File: src/rtl/prediction_pkg.sv
// prediction_pkg: shared types and elaboration helpers for prediction_seq.
//   state_t        FSM state encoding (IDLE, ACCUM, DONE)
//   calc_n_beats   number of accumulation beats, ceil(n_neurons/lanes)
//   min_acc_width  smallest accumulator width that cannot overflow
//   X_POS / X_NEG  nominal neuron-state encodings (+1 / -1)
package prediction_pkg;

  typedef enum logic [1:0] {
    IDLE  = 2'd0,
    ACCUM = 2'd1,
    DONE  = 2'd2
  } state_t;

  localparam logic [1:0] X_POS = 2'b01;
  localparam logic [1:0] X_NEG = 2'b11;

  function automatic int calc_n_beats(input int n_neurons, input int lanes);
    return (n_neurons + lanes - 1) / lanes;
  endfunction

  function automatic int min_acc_width(input int w_width, input int x_width,
                                       input int n_neurons);
    return w_width + x_width + $clog2(n_neurons);
  endfunction

endpackage

File: src/rtl/prediction_mac_lanes.sv
// prediction_mac_lanes: combinational multiply/add of one beat of lanes.
//   weights    LANES packed signed weights, lane l at [W_WIDTH*l +: W_WIDTH]
//   states     LANES packed signed neuron states, lane l at [X_WIDTH*l +: X_WIDTH]
//   lane_mask  per-lane enable; a masked lane contributes zero
//   sum        signed ACC_WIDTH sum of the enabled lane products
module prediction_mac_lanes
  import prediction_pkg::*;
#(
  parameter int LANES     = 4,
  parameter int W_WIDTH   = 10,
  parameter int X_WIDTH   = 2,
  parameter int ACC_WIDTH = 18
) (
  input  logic [LANES*W_WIDTH-1:0]  weights,
  input  logic [LANES*X_WIDTH-1:0]  states,
  input  logic [LANES-1:0]          lane_mask,
  output logic signed [ACC_WIDTH-1:0] sum
);

  localparam int P_WIDTH = W_WIDTH + X_WIDTH;

  logic signed [P_WIDTH-1:0] prod [LANES];

  for (genvar l = 0; l < LANES; l++) begin : g_lane
    logic signed [W_WIDTH-1:0] w;
    logic signed [X_WIDTH-1:0] x;
    assign w = weights[W_WIDTH*l +: W_WIDTH];
    assign x = states[X_WIDTH*l +: X_WIDTH];
    // Both operands are sign-extended to the full product width first.
    assign prod[l] = lane_mask[l] ? P_WIDTH'(w) * P_WIDTH'(x) : '0;
  end

  always_comb begin
    sum = '0;
    for (int l = 0; l < LANES; l++) begin
      sum = sum + ACC_WIDTH'(prod[l]);
    end
  end

endmodule

File: src/rtl/prediction_seq.sv
// prediction_seq: sequential weighted-sum predictor. Captures a weight vector
// and a neuron-state vector, accumulates LANES products per cycle, then
// presents the narrowed sum y and its sign activation x_new.
//   clk, rst                  clock, synchronous active-high reset
//   in_valid / in_ready       operand handshake
//   weights_packed            N_NEURONS signed weights
//   xalt_packed               N_NEURONS signed neuron states
//   out_valid / out_ready     result handshake
//   y                         weighted sum narrowed to OUT_WIDTH
//   x_new                     +1 if full sum >= 0, else -1
//   sat_flag                  only with PREDICTION_SAT_EN: y was clamped
// Optional feature macro: PREDICTION_SAT_EN (saturating y plus sat_flag).
//
// state | meaning
// IDLE  | in_ready high, waiting for operands
// ACCUM | adding one beat of LANES products per cycle
// DONE  | result held on y/x_new with out_valid high until out_ready
module prediction_seq
  import prediction_pkg::*;
#(
  parameter int N_NEURONS = 20,
  parameter int W_WIDTH   = 10,
  parameter int X_WIDTH   = 2,
  parameter int LANES     = 4,
  parameter int ACC_WIDTH = 18,
  parameter int OUT_WIDTH = 10
) (
  input  logic                         clk,
  input  logic                         rst,
  input  logic                         in_valid,
  output logic                         in_ready,
  input  logic [N_NEURONS*W_WIDTH-1:0] weights_packed,
  input  logic [N_NEURONS*X_WIDTH-1:0] xalt_packed,
  output logic                         out_valid,
  input  logic                         out_ready,
  output logic [OUT_WIDTH-1:0]         y,
  output logic [X_WIDTH-1:0]           x_new
`ifdef PREDICTION_SAT_EN
  ,
  output logic                         sat_flag
`endif
);

  localparam int N_BEATS = calc_n_beats(N_NEURONS, LANES);
  localparam int PAD     = N_BEATS * LANES - N_NEURONS;
  localparam int CNT_W   = (N_BEATS > 1) ? $clog2(N_BEATS) : 1;
  localparam logic [CNT_W-1:0]   LAST_BEAT = CNT_W'(N_BEATS - 1);
  localparam logic [X_WIDTH-1:0] X_ONE     = X_WIDTH'(X_POS);
  localparam logic [X_WIDTH-1:0] X_MINUS   = X_WIDTH'($signed(X_NEG));

  if (ACC_WIDTH < min_acc_width(W_WIDTH, X_WIDTH, N_NEURONS)) begin : g_acc_check
    $error("prediction_seq: ACC_WIDTH too small for the worst-case sum");
  end

  state_t                          state;
  logic [CNT_W-1:0]                beat;
  logic signed [ACC_WIDTH-1:0]     acc;
  logic [N_NEURONS*W_WIDTH-1:0]    w_reg;
  logic [N_NEURONS*X_WIDTH-1:0]    x_reg;

  // Operands padded to a whole number of beats so every beat slice is in range.
  logic [N_BEATS*LANES*W_WIDTH-1:0] w_pad;
  logic [N_BEATS*LANES*X_WIDTH-1:0] x_pad;

  if (PAD > 0) begin : g_pad
    assign w_pad = {{(PAD*W_WIDTH){1'b0}}, w_reg};
    assign x_pad = {{(PAD*X_WIDTH){1'b0}}, x_reg};
  end else begin : g_nopad
    assign w_pad = w_reg;
    assign x_pad = x_reg;
  end

  logic [LANES*W_WIDTH-1:0]    lane_w;
  logic [LANES*X_WIDTH-1:0]    lane_x;
  logic [LANES-1:0]            lane_mask;
  logic signed [ACC_WIDTH-1:0] lane_sum;
  logic signed [ACC_WIDTH-1:0] next_acc;
  logic [OUT_WIDTH-1:0]        y_next;

  always_comb begin
    lane_w = '0;
    lane_x = '0;
    for (int b = 0; b < N_BEATS; b++) begin
      if (beat == CNT_W'(b)) begin
        lane_w = w_pad[b*LANES*W_WIDTH +: LANES*W_WIDTH];
        lane_x = x_pad[b*LANES*X_WIDTH +: LANES*X_WIDTH];
      end
    end
    for (int l = 0; l < LANES; l++) begin
      lane_mask[l] = (int'(beat) * LANES + l) < N_NEURONS;
    end
  end

  prediction_mac_lanes #(
    .LANES    (LANES),
    .W_WIDTH  (W_WIDTH),
    .X_WIDTH  (X_WIDTH),
    .ACC_WIDTH(ACC_WIDTH)
  ) u_mac (
    .weights  (lane_w),
    .states   (lane_x),
    .lane_mask(lane_mask),
    .sum      (lane_sum)
  );

  assign next_acc = acc + lane_sum;

`ifdef PREDICTION_SAT_EN
  localparam logic signed [ACC_WIDTH-1:0] Y_MAX = ACC_WIDTH'((2 ** (OUT_WIDTH - 1)) - 1);
  localparam logic signed [ACC_WIDTH-1:0] Y_MIN = ~Y_MAX;
  logic sat_next;

  always_comb begin
    sat_next = 1'b1;
    if (next_acc > Y_MAX)      y_next = Y_MAX[OUT_WIDTH-1:0];
    else if (next_acc < Y_MIN) y_next = Y_MIN[OUT_WIDTH-1:0];
    else begin
      y_next   = next_acc[OUT_WIDTH-1:0];
      sat_next = 1'b0;
    end
  end
`else
  assign y_next = next_acc[OUT_WIDTH-1:0];
`endif

  always_ff @(posedge clk) begin
    if (rst) begin
      state     <= IDLE;
      in_ready  <= 1'b1;
      out_valid <= 1'b0;
      y         <= '0;
      x_new     <= '0;
      beat      <= '0;
      acc       <= '0;
      w_reg     <= '0;
      x_reg     <= '0;
`ifdef PREDICTION_SAT_EN
      sat_flag  <= 1'b0;
`endif
    end else begin
      case (state)
        IDLE: begin
          if (in_valid) begin
            w_reg    <= weights_packed;
            x_reg    <= xalt_packed;
            acc      <= '0;
            beat     <= '0;
            in_ready <= 1'b0;
            state    <= ACCUM;
          end
        end
        ACCUM: begin
          acc  <= next_acc;
          beat <= beat + CNT_W'(1);
          if (beat == LAST_BEAT) begin
            y         <= y_next;
            // Activation follows the full-width sign, not the narrowed y.
            x_new     <= next_acc[ACC_WIDTH-1] ? X_MINUS : X_ONE;
`ifdef PREDICTION_SAT_EN
            sat_flag  <= sat_next;
`endif
            out_valid <= 1'b1;
            state     <= DONE;
          end
        end
        DONE: begin
          if (out_ready) begin
            out_valid <= 1'b0;
            in_ready  <= 1'b1;
            state     <= IDLE;
          end
        end
        default: state <= IDLE;
      endcase
    end
  end

endmodule

File: config.mk
export PLATFORM = sky130hd
export DESIGN_NAME = prediction_seq
export DESIGN_NICKNAME = d
export VERILOG_FILES = /design/src/rtl/prediction_pkg.sv /design/src/rtl/prediction_mac_lanes.sv /design/src/rtl/prediction_seq.sv
export SDC_FILE = /design/constraint.sdc
export NUM_CORES = 1
export LEC_CHECK = 0
export ABC_AREA = 1
export BUFFER_PORTS_ARGS = -buffer_cell sky130_fd_sc_hd__buf_2
export CORE_MARGIN = 3
export CORE_UTILIZATION = 50
export CTS_CLUSTER_DIAMETER = 120
export DETAILED_ROUTE_END_ITERATION = 10
export HOLD_SLACK_MARGIN = 0.03
export PLACE_DENSITY = 0.76
export SKIP_CTS_REPAIR_TIMING = 1
export SLEW_MARGIN = 0
export SYNTH_ARGS = -nofsm -noshare
export SYNTH_HDL_FRONTEND = slang
export SYNTH_SLANG_ARGS = --single-unit
File: constraint.sdc
create_clock -name clk -period 12.7 [get_ports clk]
set_input_delay 1.27 -clock clk [delete_from_list [all_inputs] [get_ports clk]]
set_output_delay 1.27 -clock clk [all_outputs]
set_load 0.02 [all_outputs]
Yosys cells after proc, flatten, opt, wreduce, memory -nomap -nowiden --
Cells that the tools add are included.
Word-level totals: bits in registers 277, input bits 244, output and inout port bits 14, logic and storage cells 74
Cells by class: add/sub/neg operators 8, $mul 4, magnitude comparators 4, eq/ne operators 9, multiplexer cells 29, reduce and logical (&&, ||, !) cells 11
Operators by type and width (count):
- $mux 40 | 5
- $mul 10x2->12 | 4
- $mux 12 | 4
- $mux 8 | 5
- $pmux 18 s2 | 1
- $add 18x12->18 | 1
- $add 18x18->18 | 1
- $lt 6x5->1 const B | 3
- $mux 18 | 1
- $add 13x12->14 | 1
- $add 12x12->13 | 1
- $add 5x2->6 const B | 2
- $reduce_and 3->1 | 3
- $mux 2 | 4
- $add 5x1->6 const B | 1
- $eq 3x2->1 const B | 2
- $ne 2x2->1 const B | 3
- $pmux 2 s3 | 1
- $pmux 3 s2 | 1
- $reduce_and 2->1 | 3
- $reduce_bool 2->1 | 3
- $lt 5x5->1 const B | 1
- $mux 1 | 4
- $pmux 1 s2 | 2
- other kinds (8) | 8

Logic depth before layout (Yosys ltp) --
Gate-level depths: netlist (run 1).
word-level depth 13, depth in mapped cells 50, mapped depth without buffers 49

Cells and area by module --
A second synthesis (run 1) with hierarchy kept.
Unflattened totals: cells, all modules 2502, area total of the unflattened synthesis 16711.0 µm²
By module, submodules not included:
- prediction_seq | times used 1, cells an instance 1774, area each 12380.6 µm²
- prediction_mac_lanes | times used 1, cells an instance 728, area each 4330.4 µm²

Worst setup path before layout (run 1) --
No wires, ideal clock.
path type register -> register, start register beat[2], end register x_new[1], arrival 6.824 ns, required time 12.591 ns, slack 5.767 ns, cell stages (with the launch flop) 47, buffers on the path 3, cell sequence dfxtp_1 inv_2 ha_1 buf_2 inv_1 buf_2 clkbuf_1 o211ai_1 a31oi_1 nor2_1 fa_1 ha_1 inv_1 fa_1 inv_1 nand3_1 nand2_1 nand2_1 (+11 left out) nand2_1 a21oi_1 nand3_1 nand2_1 nand2_1 fa_1 inv_1 ha_1 a21oi_1 o21bai_1 a21oi_1 o21ai_0 a21oi_1 nand3_1 nand2_1 nand2_1 nand2_1 inv_1
On the way: cells in the longest elaborated chain, start to end 13
Ends and longest elaborated chain:
- start, declared | line prediction_seq.sv:56 | logic [CNT_W-1:0] beat;
- start signal, assigned | line prediction_seq.sv:154 | beat <= beat + CNT_W'(1);
- $logic_not 3->1 | line prediction_seq.sv:84 | if (beat == CNT_W'(b)) begin
- $mux 40 or $mux 8 (tied branches) (5 in series) | line prediction_seq.sv:84
- $mul 10x2->12 | line prediction_mac_lanes.sv:30 | assign prod[l] = lane_mask[l] ? P_WIDTH'(w) * P_WIDTH'(x) : '0;
- $mux 12 | line prediction_mac_lanes.sv:30
- $add 12x12->13 | line prediction_mac_lanes.sv:36 | sum = sum + ACC_WIDTH'(prod[l]);
- $add 13x12->14 | line prediction_mac_lanes.sv:36
- $add 18x12->18 | line prediction_mac_lanes.sv:36
- $add 18x18->18 | line prediction_seq.sv:106 | assign next_acc = acc + lane_sum;
- $mux 2 | line prediction_seq.sv:158 | x_new <= next_acc[ACC_WIDTH-1] ? X_MINUS : X_ONE;
- end signal, assigned | line prediction_seq.sv:158
- end, declared | line prediction_seq.sv:37 | output logic [X_WIDTH-1:0] x_new
Parallel ways exist; a longest one is shown, timed or not. A chain may end at the register's enable or synchronous reset.

Worst setup path after layout (run 1) --
Same ends and word-level chain as after synthesis.

==> impl_metrics.json, run 1 <==
{
  "r2r-start": "beat[2]",
  "whs_path_depth": 2,
  "gr-usage-all-layers": 0.268,
  "ys.warnings.count": 0,
  "vias": 15968,
  "cts.sinks": 277,
  "tightest_slew_ns": 1.20,
  "synth_common_cells": "nor2_1, o21ai_0, dfxtp_1",
  "arrival_ns": 9.37,
  "drtIter0Drc": 1151,
  "pin_count": 258,
  "insertion_delay_ns": 0.56,
  "slew_headroom": 0.198,
  "dp_cells": 2905,
  "crit_required_ns": 13.16,
  "die_y_microns": 186,
  "grt_start_max_net_pins": 271,
  "synth.most_common_cell": "nor2_1",
  "peakVddDrop_uv": 92.5,
  "synthTopCellsByArea": "dfxtp_1, nor2_1, o21ai_0",
  "cts_tree": "built",
  "final_hold_viol_count": 0,
  "critPathLaunchType": "flip-flop",
  "fin_crit_ns": 8.91,
  "synth_edf_count": 0,
  "leakage_nw": 8.97,
  "die_w_microns": 186,
  "ant_nets": 0,
  "syn_nets": 2726,
  "final_nets": 2890,
  "antenna_found_initial": 2,
  "die-area_sq_um": 34700,
  "maxCapViolCount": 0,
  "yosys.area.top_type": "dfxtp_1",
  "status": "finished, final reports clean",
  "dr.pass1.iters": 8,
  "clockBufferDepth": 3,
  "ys_seq_area_frac": 0.341,
  "drive_above_1_share": 0.144,
  "h-tree-depth": 1,
  "critPathSlowestCell": "inv_1",
  "globalRoute.totalOverflow": 0,
  "dpl.hpwl_microns": 35400,
  "drc_errors": 0,
  "setup_tns_ns": 0,
  "synth_top_area_frac": 0.341,
  "wl_microns": 48600,
  "pre_cts_ws_ns": 3.89,
  "setup_viol": 0,
  "drv_slew": 0,
  "cp_max_fo": 46,
  "fin_util": 0.587,
  "finClkSkew_ns": 0.0114,
  "vias_per_cell": 5.39,
  "syn_to_final_growth_pct": 14.8,
  "gp_congestion": 0.929,
  "r2r_cells": 45,
  "start_util": 0.512,
  "final_cells": 2961,
  "synth_top_flop_cell": "dfxtp_1",
  "synth_seq_cells": 277,
  "cp-endpoint": "x_new[1]",
  "postSynth.asyncResetShare": 0,
  "max_stage_delay_ns": 0.69,
  "clkTransAtPathRegs_ns": 0.07,
  "cts_buffers": 29,
  "p_per_area_nw_per_um2": 179,
  "fin_crit_sh": 0.701,
  "grt_setup_unrepaired": "false",
  "postLayoutSetupSlackWorst_ns": 3.79,
  "cp-startpoint": "beat[2]",
  "synthCells": 2337,
  "grt_pass1_wl_microns": 77100,
  "port_buffers": 257,
  "r2r-end": "x_new[1]",
  "avgSynthCellArea_sq_um": 6.96,
  "crit_top_cell": "nand2_1",
  "wl_per_cell_microns": 16.4,
  "fmax_ghz": 0.112,
  "syn_area_sq_um": 16300,
  "whs_ns": 0.449,
  "r2r_slack_ns": 3.79,
  "rows": 65,
  "cts_root_buf": "clkbuf_16",
  "worst_setup_path_end_kind": "flip-flop",
  "grt_pass1_vias": 15178,
  "criticalPathCategory": "flip-flop to flip-flop",
  "synth.distinct_cells": 42,
  "coreArea_sq_um": 31800,
  "hold_class": "flip-flop to flip-flop"
}
==> metrics by stage <==
step	area, sq um	total power, mW
floorplan	16300	2.06
CTS	18700	3.34
global placement	17700	2.41
finish	18700	3.34
detailed placement	17700	2.44
global route	18700	3.58
==> power breakdown <==
group	switching [mW]	total (mW)	internal (mW)
Sequential	0.0441	1.00	0.958
Combinational	0.928	1.43	0.505
Clock	0.370	0.900	0.530
==> layout by cell type, fill, tap and decap left out, types with 3 or more instances in the layout <==
cell / count
nand2_4: 3
o21a_1: 4
o311ai_1: 3
a311oi_1: 34
o2111ai_1: 3
o22ai_2: 3
bufinv_16: 5
clkinv_2: 9
o311ai_0: 4
nor2_2: 6
inv_2: 11
nand3_1: 92
fa_1: 39
nand2_1: 238
nor3_1: 10
or2_2: 17
a211oi_1: 4
nand4_1: 4
o21ai_0: 318
buf_2: 257
xnor2_1: 4
nor2_1: 556
o221ai_1: 3
inv_6: 5
a21o_1: 3
a21oi_1: 132
ha_1: 105
dfxtp_1: 277
o21bai_1: 3
o211ai_1: 13
o22ai_1: 33
a31oi_1: 14
clkbuf_1: 4
xor2_1: 17
buf_4: 9
clkbuf_16: 29
inv_1: 239
==> sequential cells by signal, indices dropped and copies added, names as in the netlist <==
name,count
out_valid,1
beat,3
acc,18
y,10
w_pad,200
state,2
in_ready,1
x_pad,40
x_new,2
==> final cells by class <==
cell class / count / area (sq um)
clock buffers: 34 / 754
repair buffers: 267 / 1370
fillers: 2979 / 13100
clock inverters: 20 / 248
multi-input cells: 1674 / 9250
well taps: 435 / 544
inverters: 252 / 956
flip-flops and latches: 277 / 5550
diodes: 2 / 5.00
==> cell families after synthesis <==
kind of cell,share of synthesized area
flops,0.341
simple gates,0.228
compound gates,0.199
xor+xnor,0.0113
fa+ha+maj,0.130
buf+inv,0.0919
==> how the worst min path moves through the flow <==
stage                 endpoint       start
CTS                 w_pad[147]  w_pad[147]
global route        w_pad[147]  w_pad[147]
finish              w_pad[143]  w_pad[143]
global placement    w_pad[143]  w_pad[143]
floorplan           w_pad[120]  w_pad[120]
detailed placement  w_pad[147]  w_pad[147]
==> routing by layer <==
layer / global-route usage / wire [microns] / up-vias
li1: - / - / 7977
met1: 0.364 / 21400 / 7358
met2: 0.435 / 21900 / 529
met3: 0.0434 / 3380 / 104
met4: 0.0980 / 1880 / 0
met5: 0 / 0 / -
==> worst max-delay path: cells and delay by family (launching register included) <==
family | cells | cell delay (ns)
AO/OA/AOI/OAI | 12 | 2.03
adder cells (fa/ha/maj) | 8 | 2.90
buffers and inverters | 9 | 1.84
flip-flops | 1 | 0.54
AND/OR/NAND/NOR | 16 | 1.42
Power figures use the tool's default switching activity.
==> run 2, diff against run 1 <==
--- a/config.mk
+++ b/config.mk
@@ -12,7 +12,7 @@
 export CTS_CLUSTER_DIAMETER = 120
 export DETAILED_ROUTE_END_ITERATION = 10
 export HOLD_SLACK_MARGIN = 0.03
-export PLACE_DENSITY = 0.76
+export PLACE_DENSITY = 0.79
 export SKIP_CTS_REPAIR_TIMING = 1
 export SLEW_MARGIN = 0
 export SYNTH_ARGS = -nofsm -noshare
==> constraint.sdc (replaced) <==
create_clock -name clk -period 8 [get_ports clk]
set_input_delay 0.8 -clock clk [delete_from_list [all_inputs] [get_ports clk]]
set_output_delay 0.8 -clock clk [all_outputs]
set_load 0.02 [all_outputs]
==> run 2 against run 1 <==
Effect of this change:
- die area unchanged
- sequential share of layout area is 0.74 points lower
- non-clock buffer count rose by 33
- global-route usage up 0.51 points
- final cell count is 1.2% higher
- count of clock-buffer cells in the layout is 4 higher
- fmax increased by 20%
- core utilization is 1.5 points higher
==> impl_metrics.json, run 2 (same netlist as run 1, synthesis figures left out) <==
{
  "dpl.hpwl_microns": 37600,
  "die_y_microns": 186,
  "drtIter0Drc": 1307,
  "finClkSkew_ns": 0.0196,
  "p_per_area_nw_per_um2": 282,
  "final_hold_viol_count": 0,
  "r2r_slack_ns": 0.58,
  "rows": 65,
  "clkPwrFrac": 0.273,
  "critPathLaunchType": "flip-flop",
  "mostFrequentLayoutCell": "nor2_1",
  "swShare": 0.399,
  "setup_tns_ns": 0,
  "syn_to_final_growth_pct": 17.8,
  "fin_crit_ns": 7.42,
  "die-area_sq_um": 34700,
  "maxCapViolCount": 0,
  "slew_headroom": 0.272,
  "vias": 16435,
  "drv_slew": 0,
  "wl_microns": 50800,
  "p_sw_mw": 2.16,
  "die_w_microns": 186,
  "postLayoutSetupSlackWorst_ns": 0.578,
  "cp-startpoint": "beat[2]",
  "insertion_delay_ns": 0.57,
  "fin_crit_sh": 0.928,
  "gp_congestion": 0.993,
  "vias_per_cell": 5.48,
  "nFillCells": 2912,
  "status": "finished, final reports clean",
  "whs_ns": 0.454,
  "leakage_nw": 9.20,
  "grt_pass1_vias": 15512,
  "combPwrFrac": 0.431,
  "crit_top_cell": "nand2_1",
  "cp-endpoint": "acc[14]",
  "clockBufferDepth": 3,
  "r2r-start": "beat[2]",
  "criticalPathCategory": "flip-flop to flip-flop",
  "cts_buffers": 30,
  "final_nets": 2927,
  "fmax_ghz": 0.135,
  "seq_power_share": 0.296,
  "largest_reg_flops": 200,
  "antenna_cells": 0,
  "dr.pass1.iters": 6,
  "h-tree-depth": 1,
  "setup_viol": 0,
  "cp_max_fo": 12,
  "arrival_ns": 7.83,
  "drive_above_1_share": 0.166,
  "grt_pass1_wl_microns": 78700,
  "cts.sinks": 277,
  "most-common-layout-cells": "nor2_1, o21ai_0, dfxtp_1",
  "clkTransAtPathRegs_ns": 0.07,
  "wl_per_cell_microns": 17.0,
  "r2r-end": "acc[14]",
  "max_stage_delay_ns": 0.50,
  "p_int_mw": 3.25,
  "tightest_slew_ns": 1.09,
  "worst_setup_path_end_kind": "flip-flop",
  "coreArea_sq_um": 31800,
  "gr-usage-all-layers": 0.274,
  "hold_class": "flip-flop to flip-flop",
  "pre_cts_ws_ns": 0.173,
  "r2r_cells": 37,
  "pin_count": 258,
  "globalRoute.totalOverflow": 0,
  "antenna_found_initial": 0,
  "crit_required_ns": 8.40,
  "drc_errors": 0,
  "ant_nets": 0,
  "cts_tree": "built",
  "grt_start_max_net_pins": 131,
  "port_buffers": 257,
  "critPathSlowestCell": "fa_1",
  "peakVddDrop_uv": 168,
  "cts_root_buf": "clkbuf_16",
  "start_util": 0.512
}
[run 2: cell types whose count changed in the layout (fill, tap and decap cells not counted), moves of 3 or more]
cell,previous run,this run
a311oi_1,34,27
a311oi_2,0,7
buf_4,9,37
buf_6,0,3
clkbuf_16,29,32
clkbuf_8,1,5
ha_1,105,102
ha_2,1,4
[run 2: worst min path at each step]
stage,startpoint,to,slack (ns),cells after the start
after floorplan,w_pad[120],w_pad[120],0.42,2
after global placement,w_pad[124],w_pad[124],0.44,2
after detailed placement,w_pad[19],w_pad[19],0.45,2
after CTS,w_pad[19],w_pad[19],0.45,2
after global routing,w_pad[120],w_pad[120],0.48,2
final,w_pad[19],w_pad[19],0.45,2
[run 2: layout make-up]
type	instances	area (sq um)	share of cell area
clock buffer	38	852	0.0445
clock inverter	18	209	0.0109
inverter	252	970	0.0506
multi-input combinational	1677	9380	0.490
sequential	277	5550	0.289
tap	435	544	0.0284
timing repair buffer	300	1660	0.0865
[run 2: metrics by stage]
stage          area, sq um  cells  utilization  total power, mW
6_report             19200   2997        0.603             5.41
5_1_grt              19200   2997        0.603             5.81
4_1_cts              18900   2988        0.595             5.35
3_5_place_dp         17900   2932        0.562             3.88
3_3_place_gp         17900   2932        0.562             3.82
2_1_floorplan        16300   2337            -             3.27
[run 2: power groups by stage]
stage	registers [mW]	clock network, mW	logic [mW]
after floorplan	1.60	0	1.67
after global placement	1.62	0	2.20
after detailed placement	1.63	0	2.25
after CTS	1.60	1.49	2.27
after global routing	1.61	1.55	2.64
final	1.60	1.48	2.33
[run 2: metal layers]
metal / global-route usage / wire (microns)
met4: 0.0849 / 1660
met2: 0.468 / 24000
met5: 0 / 0
met3: 0.0351 / 3750
met1: 0.362 / 21400
[run 2: critical path: cells and delay by family (launching register included)]
| kind | cells | cell delay (ns) |
|---|---|---|
| adder cells (fa/ha/maj) | 7 | 2.53 |
| buffers and inverters | 6 | 0.94 |
| AND/OR/NAND/NOR | 12 | 1.21 |
| AO/OA/AOI/OAI | 11 | 2.01 |
| XOR/XNOR | 1 | 0.15 |
| flip-flops | 1 | 0.40 |
